[src/rtl/instruction_fetch_unit.sv]
// -----------------------------------------------------------------------------
// instruction_fetch_unit
//
// Fetch stage of the multi-cycle CPU. Owns the program counter, issues a
// registered read address to instruction memory, waits MEM_LATENCY extra
// cycles, then captures the returned big-endian word into the instruction
// register and pulses FetchDone. Fetches from a misaligned or out-of-range PC
// are rejected with a one-cycle Fault pulse. Next-PC selection (sequential,
// branch, jump-register, jump) is applied whenever PCWrite is high,
// independent of the fetch state machine.
//
// Ports:
//   CLK        in   1   clock, rising edge
//   Reset      in   1   synchronous active-high reset
//   FetchReq   in   1   fetch request at current PC (sampled in IDLE only)
//   PCWrite    in   1   load PC with the PCSrc-selected next value
//   PCSrc      in   2   00 PC+4, 01 branch, 10 RegRs, 11 jump
//   ExtImm     in  32   sign-extended branch offset in words
//   JumpTarget in  26   J-type target field
//   RegRs      in  32   register value for jr
//   IMemData   in  32   word returned by instruction memory
//   IAddr      out 32   registered byte address to instruction memory
//   InsMemRW   out  1   read/write select, always 1 (read)
//   IR         out 32   instruction register
//   PC         out 32   program counter
//   PC4        out 32   PC+4 (combinational)
//   FetchDone  out  1   one-cycle pulse, IR holds the new instruction
//   Fault      out  1   one-cycle pulse, fetch rejected
//   Busy       out  1   high while waiting on memory
// -----------------------------------------------------------------------------
module instruction_fetch_unit #(
    parameter logic [31:0] RESET_PC    = 32'h0000_0000,
    parameter int unsigned MEM_LATENCY = 0,
    parameter int unsigned MEM_BYTES   = 256
) (
    input  logic        CLK,
    input  logic        Reset,
    input  logic        FetchReq,
    input  logic        PCWrite,
    input  logic [1:0]  PCSrc,
    input  logic [31:0] ExtImm,
    input  logic [25:0] JumpTarget,
    input  logic [31:0] RegRs,
    input  logic [31:0] IMemData,
    output logic [31:0] IAddr,
    output logic        InsMemRW,
    output logic [31:0] IR,
    output logic [31:0] PC,
    output logic [31:0] PC4,
    output logic        FetchDone,
    output logic        Fault,
    output logic        Busy
);

    typedef enum logic {
        ST_IDLE = 1'b0,
        ST_WAIT = 1'b1
    } state_t;

    // Highest byte address at which a full word still fits in memory.
    localparam logic [31:0] LAST_FETCH_ADDR = 32'(MEM_BYTES - 4);
    localparam logic [3:0]  LATENCY_INIT    = 4'(MEM_LATENCY);

    state_t      state_q;
    logic [3:0]  cnt_q;
    logic [31:0] pc_q;
    logic [31:0] pc_d;
    logic [31:0] iaddr_q;
    logic [31:0] ir_q;
    logic        fetch_done_q;
    logic        fault_q;
    logic [31:0] pc4;
    logic        fetch_ok;

    assign pc4      = pc_q + 32'd4;
    assign fetch_ok = (pc_q[1:0] == 2'b00) && (pc_q <= LAST_FETCH_ADDR);

    // Next-PC select. All arithmetic wraps modulo 2^32.
    // NOTE: every signal driven in always_comb gets a default first so no
    // path leaves it unassigned, which would infer a latch.
    always_comb begin
        pc_d = pc4;
        unique case (PCSrc)
            2'b00: pc_d = pc4;
            2'b01: pc_d = pc4 + (ExtImm << 2);
            2'b10: pc_d = RegRs;
            2'b11: pc_d = {pc4[31:28], JumpTarget, 2'b00};
            default: pc_d = pc4;
        endcase
    end

    // NOTE: all state here uses non-blocking assignments so every register
    // samples the pre-edge values; this is what lets a fetch use the old PC
    // while PCWrite loads the new one on the same edge.
    always_ff @(posedge CLK) begin
        if (Reset) begin
            state_q      <= ST_IDLE;
            cnt_q        <= 4'd0;
            pc_q         <= RESET_PC;
            iaddr_q      <= RESET_PC;
            ir_q         <= 32'd0;
            fetch_done_q <= 1'b0;
            fault_q      <= 1'b0;
        end else begin
            fetch_done_q <= 1'b0;
            fault_q      <= 1'b0;

            if (PCWrite) begin
                pc_q <= pc_d;
            end

            case (state_q)
                ST_IDLE: begin
                    if (FetchReq) begin
                        if (fetch_ok) begin
                            iaddr_q <= pc_q;
                            cnt_q   <= LATENCY_INIT;
                            state_q <= ST_WAIT;
                        end else begin
                            fault_q <= 1'b1;
                        end
                    end
                end
                ST_WAIT: begin
                    // FetchReq is deliberately ignored here; requests are not queued.
                    if (cnt_q != 4'd0) begin
                        cnt_q <= cnt_q - 4'd1;
                    end else begin
                        ir_q         <= IMemData;
                        fetch_done_q <= 1'b1;
                        state_q      <= ST_IDLE;
                    end
                end
                default: state_q <= ST_IDLE;
            endcase
        end
    end

    assign IAddr     = iaddr_q;
    assign InsMemRW  = 1'b1;
    assign IR        = ir_q;
    assign PC        = pc_q;
    assign PC4       = pc4;
    assign FetchDone = fetch_done_q;
    assign Fault     = fault_q;
    assign Busy      = (state_q == ST_WAIT);

endmodule
[config.mk]
export PLATFORM = sky130hd
export DESIGN_NAME = instruction_fetch_unit
export DESIGN_NICKNAME = d
export VERILOG_FILES = /design/src/rtl/instruction_fetch_unit.sv
export SDC_FILE = /design/constraint.sdc
export NUM_CORES = 1
export LEC_CHECK = 0
export ABC_AREA = 0
export CAP_MARGIN = 20
export CORE_MARGIN = 2
export CORE_UTILIZATION = 48
export CTS_CLUSTER_DIAMETER = 30
export DETAILED_ROUTE_END_ITERATION = 8
export PLACE_DENSITY = 0.85
export SKIP_LAST_GASP = 1
export SLEW_MARGIN = 40
export SYNTH_ARGS = -nofsm -noshare
export SYNTH_HDL_FRONTEND = slang
export SYNTH_SLANG_ARGS = --single-unit
[constraint.sdc]
create_clock -name CLK -period 7 [get_ports CLK]
set_input_delay 1.05 -clock CLK [delete_from_list [all_inputs] [get_ports CLK]]
set_output_delay 1.05 -clock CLK [all_outputs]
set_load 0.005 [all_outputs]
== After elaboration in Yosys (flattened, before gate mapping) ==
Index checks and enable logic that the tools add are counted.

* Bitwise gates (word level): 3
* $add $sub $neg: 3
* Equal/unequal tests: 6
* Muxes and demuxes: 11
* Reductions and logical operators: 9
* $lt $le $gt $ge: 1

{| class="wikitable"
|+ Operators by type and width
! operator !! count
|-
| $pmux 32 s4 || 1
|-
| $add 32x3->32 const B || 1
|-
| $add 32x32->32 || 1
|-
| $le 32x8->1 const B || 1
|-
| $mux 4 || 3
|-
| $pmux 4 s2 || 1
|-
| $reduce_and 3->1 || 2
|-
| $mux 1 || 5
|-
| $eq 2x2->1 const B || 2
|-
| $logic_not 2->1 || 2
|-
| $ne 2x2->1 const B || 2
|-
| $reduce_bool 4->1 || 1
|-
| $sub 4x1->4 const B || 1
|-
| $not 1->1 || 3
|-
| $reduce_or 3->1 || 1
|-
| $eq 2x1->1 const B || 1
|-
| $ne 2x1->1 const B || 1
|-
| $pmux 1 s2 || 1
|-
| $reduce_and 2->1 || 1
|-
| $reduce_or 2->1 || 1
|-
| $logic_and 1x1->1 || 1
|}

* Output and inout port bits: 132
* Logic and storage cells: 40
* Bits of input ports: 128
* Bits in registers: 103

== Logic depth before layout (Yosys ltp) ==
* Word-level depth: 5
* Depth in mapped cells: 16
* Mapped depth without buffers: 15

== Worst setup path after synthesis ==
Ideal clock, no wire load.

* Kind: reg2reg
* From: reg pc_q[2], in the netlist PC[2]
* To: reg pc_q[18], in the netlist PC[18]
* Arrival: 3424 ps
* Path buffers: 0
* Clock period less this slack: 3551 ps
* Stages on the path, launching flop included: 15
* Data required time: 6872 ps
* Setup slack: 3449 ps
* Cells stage by stage: dfxtp_1 ha_1 nand4_1 nor4_4 nand2_1 xnor2_1 ha_1 nand2_1 nor2_1 a221o_1 a31o_4 xor2_1 mux4_2 mux2i_1 nor2_1

* Cells in the longest elaborated chain, start to end: 3

{| class="wikitable"
|+ Ends and longest elaborated chain
! element !! RTL line !! text
|-
| from (decl) || 66 || <nowiki>logic [31:0] pc_q;</nowiki>
|-
| from (signal assigned) || 109 || <nowiki>pc_q <= pc_d;</nowiki>
|-
| $add 32x3->32 || 75 || <nowiki>assign pc4 = pc_q + 32'd4;</nowiki>
|-
| via PC4[16] || 49 || <nowiki>output logic [31:0] PC4,</nowiki>
|-
| $add 32x32->32 || 85 || <nowiki>2'b01: pc_d = pc4 + (ExtImm << 2);</nowiki>
|-
| $pmux 32 s4 || 83 || <nowiki>unique case (PCSrc)</nowiki>
|}

The timed path passes the listed nets, and every way through them passes these cells.
A chain may end at the register's enable or synchronous reset.

== Worst setup path after layout ==
* From: reg pc_q[2], in the netlist PC[2]
* To: reg pc_q[31], in the netlist PC[31]

* Cells in the longest elaborated chain, start to end: 3

{| class="wikitable"
|+ Ends and longest elaborated chain
! element !! RTL line
|-
| $add 32x3->32 * || 75
|-
| $add 32x32->32 || 85
|-
| $pmux 32 s4 * || 83
|}

Every way passes the cells marked *; elsewhere a longest branch is shown, timed or not.

==> metrics <==
status complete, no violations; FF+latch count, synth approximately 100; Max-Cap Viols 0; Syn Inst Count between 800 and 900; FP Rows 42; Hold Crit Class reg -> reg; Worst path top cell family by delay simple AND/OR/NAND/NOR gates; final worst path period need approximately 4.6 ns; Overflow after GRT 0; CTS tree yes; I/O Buffers 256; Inserted Clock Buffers 9; Setup TNS Final 0 ns; ant diodes 0; final worst-path cycle share 0.653; Worst Setup Start Kind flip-flop; VDD IR-drop max 0.110 mV; skew final 0.00590 ns; post-layout power between 0.0015 and 0.002 W; cells on worst reg2reg path 14; prevailing post-synth register cell dfxtp_1; Hold EP IR[22]; Area growth syn-to-layout 43.8%; Antenna Nets Post-Route 0; Via Count between 7000 and 8000; Max Buffers Root-to-Sink 2; ys async rst share 0; Final Setup Violations 0; hold wc startpoint IR[22]; drt pass-1 iters 5; worst-margin pin slew around 0.8 ns; CTS H-Tree Depth 3; leading cell type in the layout, fill and taps excluded clkdlybuf4s50_1; CTS resizes 0; hold path cells 2; # DRC 0; worst flop-to-flop path endpoint PC[31]; Wirelength per Cell between 15 and 20 µm; Pwr Density between 150 and 200 mW/mm²; Post-DP HPWL roughly 17000 µm; Die Height ~120 µm; post-synth cell types 63; post-placement cell area just over 0.009 mm²; Via density around 5.8; crit-path max cell delay about 0.67 ns; pins over their slew limit 0; Worst Path Required 7.24 ns; post-synthesis sequential area ratio 0.310; crit-path max FO 8; fmax ~0.22 GHz; Slowest cell on crit path o41ai_1; Initial Utilization 0.496; largest net degree at the start of global routing 74; Cell Area, Synth between 0.006 and 0.007 mm²; core area between 0.01 and 0.015 mm²; wirelength, routed roughly 22000 µm; crit path cell chain ha_1 > nand4_1 > nor4_4 > nand4_1 > xnor2_1 > ha_1 > nand2_1 > nor2_1 > nand3_1 > o41ai_1 > nor3_1 > or2_2 > a311oi_1 > nand2_1; WP data arrival around 4.8 ns; unrepaired setup endpoints after global routing no; leakage power approximately 3.6 nW; Die Area between 0.01 and 0.015 mm²; Reg2Reg Setup Slack about 2.4 ns; Final Hold Fails 0; worst rel slew slack 0.468; clk root buf clkbuf_16; layout cells sized above 1 0.0482; Ports 260; CP Class reg -> reg; number of synthesized flops with an enable pin 0; global-route wire length before repair 34000 µm; Avg Cell Area, Syn between 8 and 9 µm²; gpl congestion 0.953; hold bufs inserted after CTS 0; vias in the first global route between 6000 and 7000; synth warn 0; R2R Path Start PC[2]; worst skew pair latency about 0.35 ns; CTS clk-pin slew, worst paths ~0.080 ns; Buf/Inv on CP 0; Setup crit end kind flip-flop; most frequent cells in the layout clkdlybuf4s50_1 (255), nand2_1 (123), dfxtp_1 (103), a21oi_1 (85), nor2_1 (76); Post-Syn Nets slightly below 1000; initial antenna violation count 0; total track usage 0.290; Finished Cell Area ~0.0096 mm²; fin nets between 1000 and 1500; final hold slack 0.454 ns; Die Width about 120 µm; Setup Buffers After CTS 0; 1st-iter DRT viols approximately 560; clk sinks slightly above 100
[per-layer routing]
metal | track usage | vias up | routed length [µm]
met5 | 0 | - | 0
met1 | 0.355 | 3280 | 8860
met3 | 0.0473 | 48 | 1920
met2 | 0.508 | 365 | 10600
li1 | - | 3402 | -
met4 | 0.115 | 0 | 637
[worst register-to-register path, delay by kind of cell (launching register included)]
kind,cells,cell delay [ns]
flops,1,0.50
simple gates,9,2.03
xor+xnor,1,0.39
compound gates,2,0.93
fa+ha+maj,2,0.61
[flip-flops by register name, summed over array words and instances, names as in the netlist]
name / cells
IAddr: 32
IR: 32
cnt_q: 4
Fault: 1
FetchDone: 1
Busy: 1
PC: 32
[worst max-delay path by stage]
stage | startpoint | cells past startpoint | to
floorplan | PC[2] | 14 | PC[18]
global placement | PC[2] | 14 | PC[31]
detailed placement | PC[2] | 14 | PC[31]
CTS | PC[2] | 14 | PC[31]
global route | PC[2] | 14 | PC[31]
finish | PC[2] | 14 | PC[31]
[cells by family after synthesis]
family                   count (synthesis)  synth area share
AO/OA/AOI/OAI                          198             0.185
XOR/XNOR                                46            0.0635
adder cells (fa/ha/maj)                 39            0.0746
buffers and inverters                   64            0.0403
flip-flops                             103             0.310
multiplexers                            38            0.0761
other                                    1          0.000564
AND/OR/NAND/NOR                        339             0.250
[cells in the mapped netlist, drive strengths merged (2+ instances only)]
master	n	share of area
o22ai	4	0.0038
a2111oi	3	0.0040
a221o	2	0.0030
a31o	3	0.0053
mux4	10	0.034
buf	11	0.010
a32oi	3	0.0040
o31ai	5	0.0056
nor2b	8	0.0075
nor4	11	0.016
nand2b	7	0.0066
ha	38	0.072
o21ai	38	0.029
a21oi	85	0.064
nand4	18	0.024
xnor2	31	0.044
a211oi	8	0.0090
nor3b	7	0.0079
dfxtp	103	0.31
o21a	4	0.0045
inv	16	0.0090
a311oi	2	0.0026
and3	4	0.0038
or3	2	0.0019
a211o	2	0.0026
nor3	19	0.014
o2bb2ai	2	0.0026
nand3	24	0.018
o211ai	10	0.011
nand2	124	0.070
xor2	15	0.020
a22oi	2	0.0023
clkbuf	37	0.021
a31oi	4	0.0038
mux2i	28	0.042
and2	30	0.028
a21o	10	0.011
a311o	2	0.0030
nor2	77	0.043
or2	4	0.0038
o41ai	2	0.0026
[through the flow]
step / setup slack, ns / utilization / instances
global placement: 2.63 / 0.690 / 1217
finish: 2.43 / 0.713 / 1233
CTS: 2.53 / 0.713 / 1233
floorplan: 3.45 / - / 828
global route: 2.09 / 0.713 / 1233
detailed placement: 2.58 / 0.691 / 1217
[layout make-up]
type | count | area, µm²
inverter | 16 | 60.1
multi-input combinational | 661 | 4320
timing repair buffer | 261 | 2590
fill | 1052 | 3840
tap | 176 | 220
sequential | 103 | 2060
clock inverter | 7 | 72.6
clock buffer | 9 | 225
[power by group]
part	internal, W	switching, W	leakage [nW]
registers	0.000603	0.0000379	0.836
logic	0.000245	0.000223	2.65
clock network	0.000253	0.000245	0.149
total	0.00110	0.000506	3.63
(Power assumes the default switching activity.)
